### src/rtl/xeng_acc_drain.sv
// Drains the X-engine accumulator stream: tags each word with its baseline index and
// buffers it in a first-word-fall-through FIFO (block RAM plus head register).
module xeng_acc_drain #(
    parameter int ACC_BITS        = 14,
    parameter int N_BL_BITS       = 4,
    parameter int FIFO_DEPTH_BITS = 5,
    parameter int FRAME_CNT_BITS  = 16
) (
    input  logic                         clk,
    input  logic                         rst,
    input  logic                         sync,
    input  logic                         valid_in,
    input  logic [2*ACC_BITS-1:0]        acc_in,
    output logic [2*ACC_BITS-1:0]        dout,
    output logic [N_BL_BITS-1:0]         dout_bl,
    output logic                         dout_last,
    output logic                         dout_valid,
    input  logic                         dout_ready,
    output logic [FIFO_DEPTH_BITS:0]     fifo_count,
    output logic                         overflow,
    output logic [FRAME_CNT_BITS-1:0]    frame_cnt
);

    localparam int W       = 2 * ACC_BITS;
    localparam int ENTRY_W = W + N_BL_BITS;
    localparam int DEPTH_N = 1 << FIFO_DEPTH_BITS;
    localparam logic [FIFO_DEPTH_BITS:0] DEPTH   = {1'b1, {FIFO_DEPTH_BITS{1'b0}}};
    localparam logic [N_BL_BITS-1:0]     BL_LAST = '1;

    logic [N_BL_BITS-1:0]       bl_ctr_reg;
    logic [N_BL_BITS-1:0]       bl_ctr_next;
    logic [N_BL_BITS-1:0]       tag;
    logic                       push;
    logic                       pop;
    logic                       load;
    logic [FIFO_DEPTH_BITS-1:0] wr_ptr_reg;
    logic [FIFO_DEPTH_BITS-1:0] rd_ptr_reg;
    logic [FIFO_DEPTH_BITS:0]   ram_cnt_reg;
    logic [FIFO_DEPTH_BITS:0]   ram_cnt_next;
    logic [FIFO_DEPTH_BITS:0]   count_reg;
    logic [FIFO_DEPTH_BITS:0]   count_next;
    logic                       head_valid_reg;
    logic                       head_valid_next;
    logic [ENTRY_W-1:0]         head_reg;
    logic                       overflow_reg;
    logic [FRAME_CNT_BITS-1:0]  frame_cnt_reg;
    logic [ENTRY_W-1:0]         ram [DEPTH_N];

    // sync forces the current word's tag to 0, so the counter resumes from 1 after it
    assign tag  = sync ? '0 : bl_ctr_reg;
    assign push = valid_in && (count_reg < DEPTH);
    assign pop  = head_valid_reg && dout_ready;
    // The head register refills from RAM whenever it is empty or being consumed
    assign load = (ram_cnt_reg != '0) && (!head_valid_reg || pop);

    always_comb begin
        bl_ctr_next = bl_ctr_reg;
        if (valid_in) begin
            bl_ctr_next = tag + 1'b1;
        end else if (sync) begin
            bl_ctr_next = '0;
        end
    end

    always_comb begin
        count_next = count_reg;
        case ({push, pop})
            2'b10:   count_next = count_reg + 1'b1;
            2'b01:   count_next = count_reg - 1'b1;
            default: count_next = count_reg;
        endcase
    end

    always_comb begin
        ram_cnt_next = ram_cnt_reg;
        case ({push, load})
            2'b10:   ram_cnt_next = ram_cnt_reg + 1'b1;
            2'b01:   ram_cnt_next = ram_cnt_reg - 1'b1;
            default: ram_cnt_next = ram_cnt_reg;
        endcase
    end

    always_comb begin
        head_valid_next = head_valid_reg;
        if (load) begin
            head_valid_next = 1'b1;
        end else if (pop) begin
            head_valid_next = 1'b0;
        end
    end

    always_ff @(posedge clk) begin
        if (push) begin
            ram[wr_ptr_reg] <= {tag, acc_in};
        end
    end

    always_ff @(posedge clk) begin
        if (rst) begin
            bl_ctr_reg     <= '0;
            wr_ptr_reg     <= '0;
            rd_ptr_reg     <= '0;
            ram_cnt_reg    <= '0;
            count_reg      <= '0;
            head_valid_reg <= 1'b0;
            head_reg       <= '0;
            overflow_reg   <= 1'b0;
            frame_cnt_reg  <= '0;
        end else begin
            bl_ctr_reg     <= bl_ctr_next;
            ram_cnt_reg    <= ram_cnt_next;
            count_reg      <= count_next;
            head_valid_reg <= head_valid_next;
            if (push) begin
                wr_ptr_reg <= wr_ptr_reg + 1'b1;
            end
            if (load) begin
                head_reg   <= ram[rd_ptr_reg];
                rd_ptr_reg <= rd_ptr_reg + 1'b1;
            end
            if (valid_in && !push) begin
                overflow_reg <= 1'b1;
            end
            // Dump completion is counted on the tag, stored or dropped alike
            if (valid_in && (tag == BL_LAST)) begin
                frame_cnt_reg <= frame_cnt_reg + 1'b1;
            end
        end
    end

    assign dout       = head_reg[W-1:0];
    assign dout_bl    = head_reg[ENTRY_W-1:W];
    assign dout_last  = (dout_bl == BL_LAST);
    assign dout_valid = head_valid_reg;
    assign fifo_count = count_reg;
    assign overflow   = overflow_reg;
    assign frame_cnt  = frame_cnt_reg;

endmodule

### config.mk
export PLATFORM = sky130hd
export DESIGN_NAME = xeng_acc_drain
export DESIGN_NICKNAME = d
export VERILOG_FILES = /design/src/rtl/xeng_acc_drain.sv
export SDC_FILE = /design/constraint.sdc
export NUM_CORES = 1
export LEC_CHECK = 0
export ABC_CLOCK_PERIOD_IN_PS = 3500
export CAP_MARGIN = 5
export CORE_ASPECT_RATIO = 0.75
export CORE_MARGIN = 4
export CORE_UTILIZATION = 62
export CTS_CLUSTER_DIAMETER = 120
export CTS_CLUSTER_SIZE = 28
export DETAILED_ROUTE_END_ITERATION = 8
export MAX_ROUTING_LAYER = met4
export PLACE_DENSITY = 0.8
export SYNTH_ARGS = -nofsm -noshare
export SYNTH_HDL_FRONTEND = slang
export SYNTH_SLANG_ARGS = --single-unit
### constraint.sdc
create_clock -name clk -period 3.5 [get_ports clk]
set_input_delay 0.525 -clock clk [delete_from_list [all_inputs] [get_ports clk]]
set_output_delay 0.525 -clock clk [all_outputs]
set_load 0.03 [all_outputs]
==> metrics <==
CTS Root Cell clkbuf_16; compound-gate portion of the synthesized area just over 5%; fmax between 300 and 400 MHz; Setup Fix Bufs, Post-CTS 0; Max-slew headroom about 16%; unrepaired setup endpoints after global routing no; CTS tree done; startpoint types flop; grt ovf 0; Worst Path Required 4.03 ns; Netlist Area Pre-Place approximately 42000 µm²; I/O Buffers 89; VDD IR-drop max between 0.4 and 0.5 mV; critical-path cell list buf_4 > mux4_2 > a22o_1 > a2111oi_0 > a21oi_1 > a22o_1; Slew Viols, Final 0; Crit Path Class reg -> reg; multi-input logic area ~9400 µm²; max incr delay on CP ~0.95 ns; area post-placement between 40000 and 50000 µm²; core region area ~67000 µm²; Worst Max-Slew Pin Slew between 1 and 1.5 ns; ranking of synthesized cells by area edfxtp_1, mux4_2, dfxtp_1; mux contribution to synthesized area between 10% and 20%; status finished, final reports clean; most frequent CP cell a22o_1; Leak approximately 14 nW; Final Wtd Congestion around 0.83; # setup viols final 0; WP data arrival approximately 3.6 ns; CTS Buf Count 45; r2r startpoint rd_ptr_reg[2]$_SDFFE_PP0P_; minimum clock period around 3 ns; clock slew at reported path FFs roughly 0.11 ns; Synth Area in Adders less than 1%; vias in the first global route 21700; post-cts sizing count 0; drt first pass iters 5; Hold-fix buffers, CTS 0; Cells after Synth roughly 2100; CP Max Fanout 41; endpoints failing hold 0; hold path startpoint rst; Core Rows 82; Yosys warning count 0; DRT iter0 DRCs roughly 2900; share of cells above drive strength 1 19.29%; Syn Nets 2116; die area between 70000 and 80000 µm²; slowest CP cell dfxtp_4; Routed Antenna Nets 0; first-pass GRT wire length 148300 µm; max FFs per register around 1000; largest net degree at the start of global routing 48; antenna violations before repair 2; Yosys reg bits 1100; fin crit share just under 90%; FF+latch area 32280 µm²; worst skew pair latency 0.63 ns; Routed WL 102600 µm; Crit. End Element flop; Initial Utilization 62.73%; syn_area_per_cell approximately 20 µm²; simple-gate share of the synthesized area 1.926%; Max Cap Violations 0; Top Ports 90; post-synth top area cell edfxtp_1; number of library cell types mapped by synthesis between 40 and 50; top cell type's share of synthesized area approximately three quarters; Area Overhead vs Synth 10.25%; Routed WL per cell approximately 33 µm; GRT Util Overall between 20% and 30%; Min-Delay Path Class in -> reg; nets 2258; TNS Setup 0 ns; H-tree levels 2; Vias around 22000; CTS Buffer Depth 3; crit path from rd_ptr_reg[2]$_SDFFE_PP0P_; XOR/XNOR Fraction of Synth Area less than 1%; chip height around 230 µm; design area between 40000 and 50000 µm²; main combinational cell family by area after synthesis multiplexers; skew final roughly 0.027 ns; PwrDens 600.4 nW/µm²; Die Width approximately 310 µm; HPWL Detailed between 50000 and 60000 µm; Residual DRC 0; vias per inst 7.040; clock sink count between 1000 and 1500; # fillers 3933; post-synthesis sequential area ratio around three quarters
## worst paths after layout
check	endpoint	slack, ns	cells after the start
setup / recovery	head_reg[2]$_SDFFE_PP0P_	0.47	6
hold / removal	head_reg[21]$_SDFFE_PP0P_	0.41	3
setup reg to reg	head_reg[2]$_SDFFE_PP0P_	0.47	6
hold reg to reg	head_reg[25]$_SDFFE_PP0P_	0.49	1
## synth_stat cells (all sizes together)
library cell,n
or3,3
clkbuf,74
a22oi,32
nand2,30
nand3,7
nand3b,3
or2,1
inv,16
xnor2,12
nor2,79
o21ai,6
and2,1
and3,2
xor2,17
nor3,7
a31oi,3
a21o,2
a32oi,1
mux2,2
o22ai,31
dfxtp,76
a21oi,78
or3b,3
and4,4
mux4,193
buf,47
nand2b,2
a32o,1
a22o,62
nor2b,13
o21a,3
fa,2
o221ai,32
nand4,11
edfxtp,1024
a2111oi,32
a41oi,1
nand4b,2
and4b,1
mux2i,129
ha,17
nor4,2
## critical path, delay by kind of cell, from the launching register on
kind                   cells  cell delay [ns]
muxes                      1             0.32
buffers and inverters      1             0.33
AOI/OAI and AO/OA          4             1.31
DFF                        1             0.95
## metrics by stage
step	setup slack (ns)	utilization (%)	instances	power, mW	hold slack, ns
floorplan	0.2313	-	2064	19.66	0.4582
global placement	0.3544	67.24	3041	21.68	0.4567
detailed placement	0.3061	67.24	3041	21.84	0.4644
CTS	0.5060	69.16	3121	27.91	0.3901
global route	0.4873	69.17	3123	28.84	0.4183
finish	0.4685	69.17	3123	27.82	0.4139
## where the power goes
| group | leakage, nW | internal [mW] | switching, mW |
|---|---|---|---|
| logic | 3.78 | 2.98 | 3.52 |
| registers | 9.87 | 14.7 | 0.345 |
| clock network | 0.611 | 2.49 | 3.76 |
## cell usage in the layout (no fill, tap or decap), types with 6 or more instances in the layout
cell / netlist / final
a2111oi_0: 22 / 22
a2111oi_2: 10 / 10
a21oi_1: 78 / 78
a22o_1: 62 / 62
a22oi_1: 32 / 32
buf_12: 2 / 30
buf_4: 10 / 97
clkbuf_1: 74 / 32
clkbuf_16: 0 / 45
clkdlybuf4s50_1: 0 / 88
dfxtp_1: 76 / 72
edfxtp_1: 1024 / 1024
ha_1: 17 / 17
inv_1: 16 / 16
mux2i_1: 129 / 129
mux4_2: 193 / 193
nand2_1: 30 / 30
nand3_1: 7 / 6
nand4_1: 11 / 11
nor2_1: 79 / 45
nor2_4: 0 / 34
nor2b_1: 13 / 6
nor3_1: 7 / 7
o21ai_0: 6 / 6
o221ai_1: 32 / 32
o22ai_1: 31 / 31
xnor2_1: 12 / 12
xor2_1: 17 / 17
## layout make-up
type,count,share of cell area [%]
clock inverter,3,0.08100
tap,882,2.381
antenna,2,0.01080
multi-input combinational,827,20.26
timing repair buffer,216,4.779
sequential,1100,69.67
clock buffer,77,2.689
inverter,16,0.1296
## per-layer routing
metal / GRT usage (%) / vias to the layer above / routed length [µm]
li1: - / 8807 / -
met1: 40.98 / 11350 / 38100
met2: 45.02 / 1612 / 48450
met3: 7.025 / 216 / 12510
met4: 9.192 / 0 / 3499
met5: - / - / 0
## logic make-up after synthesis
family	count (synthesis)
compound gates	284
xor+xnor	29
fa+ha+maj	19
buf+inv	137
flops	1100
mux	324
simple gates	171
No activity file was read; power rests on OpenSTA's default activity.
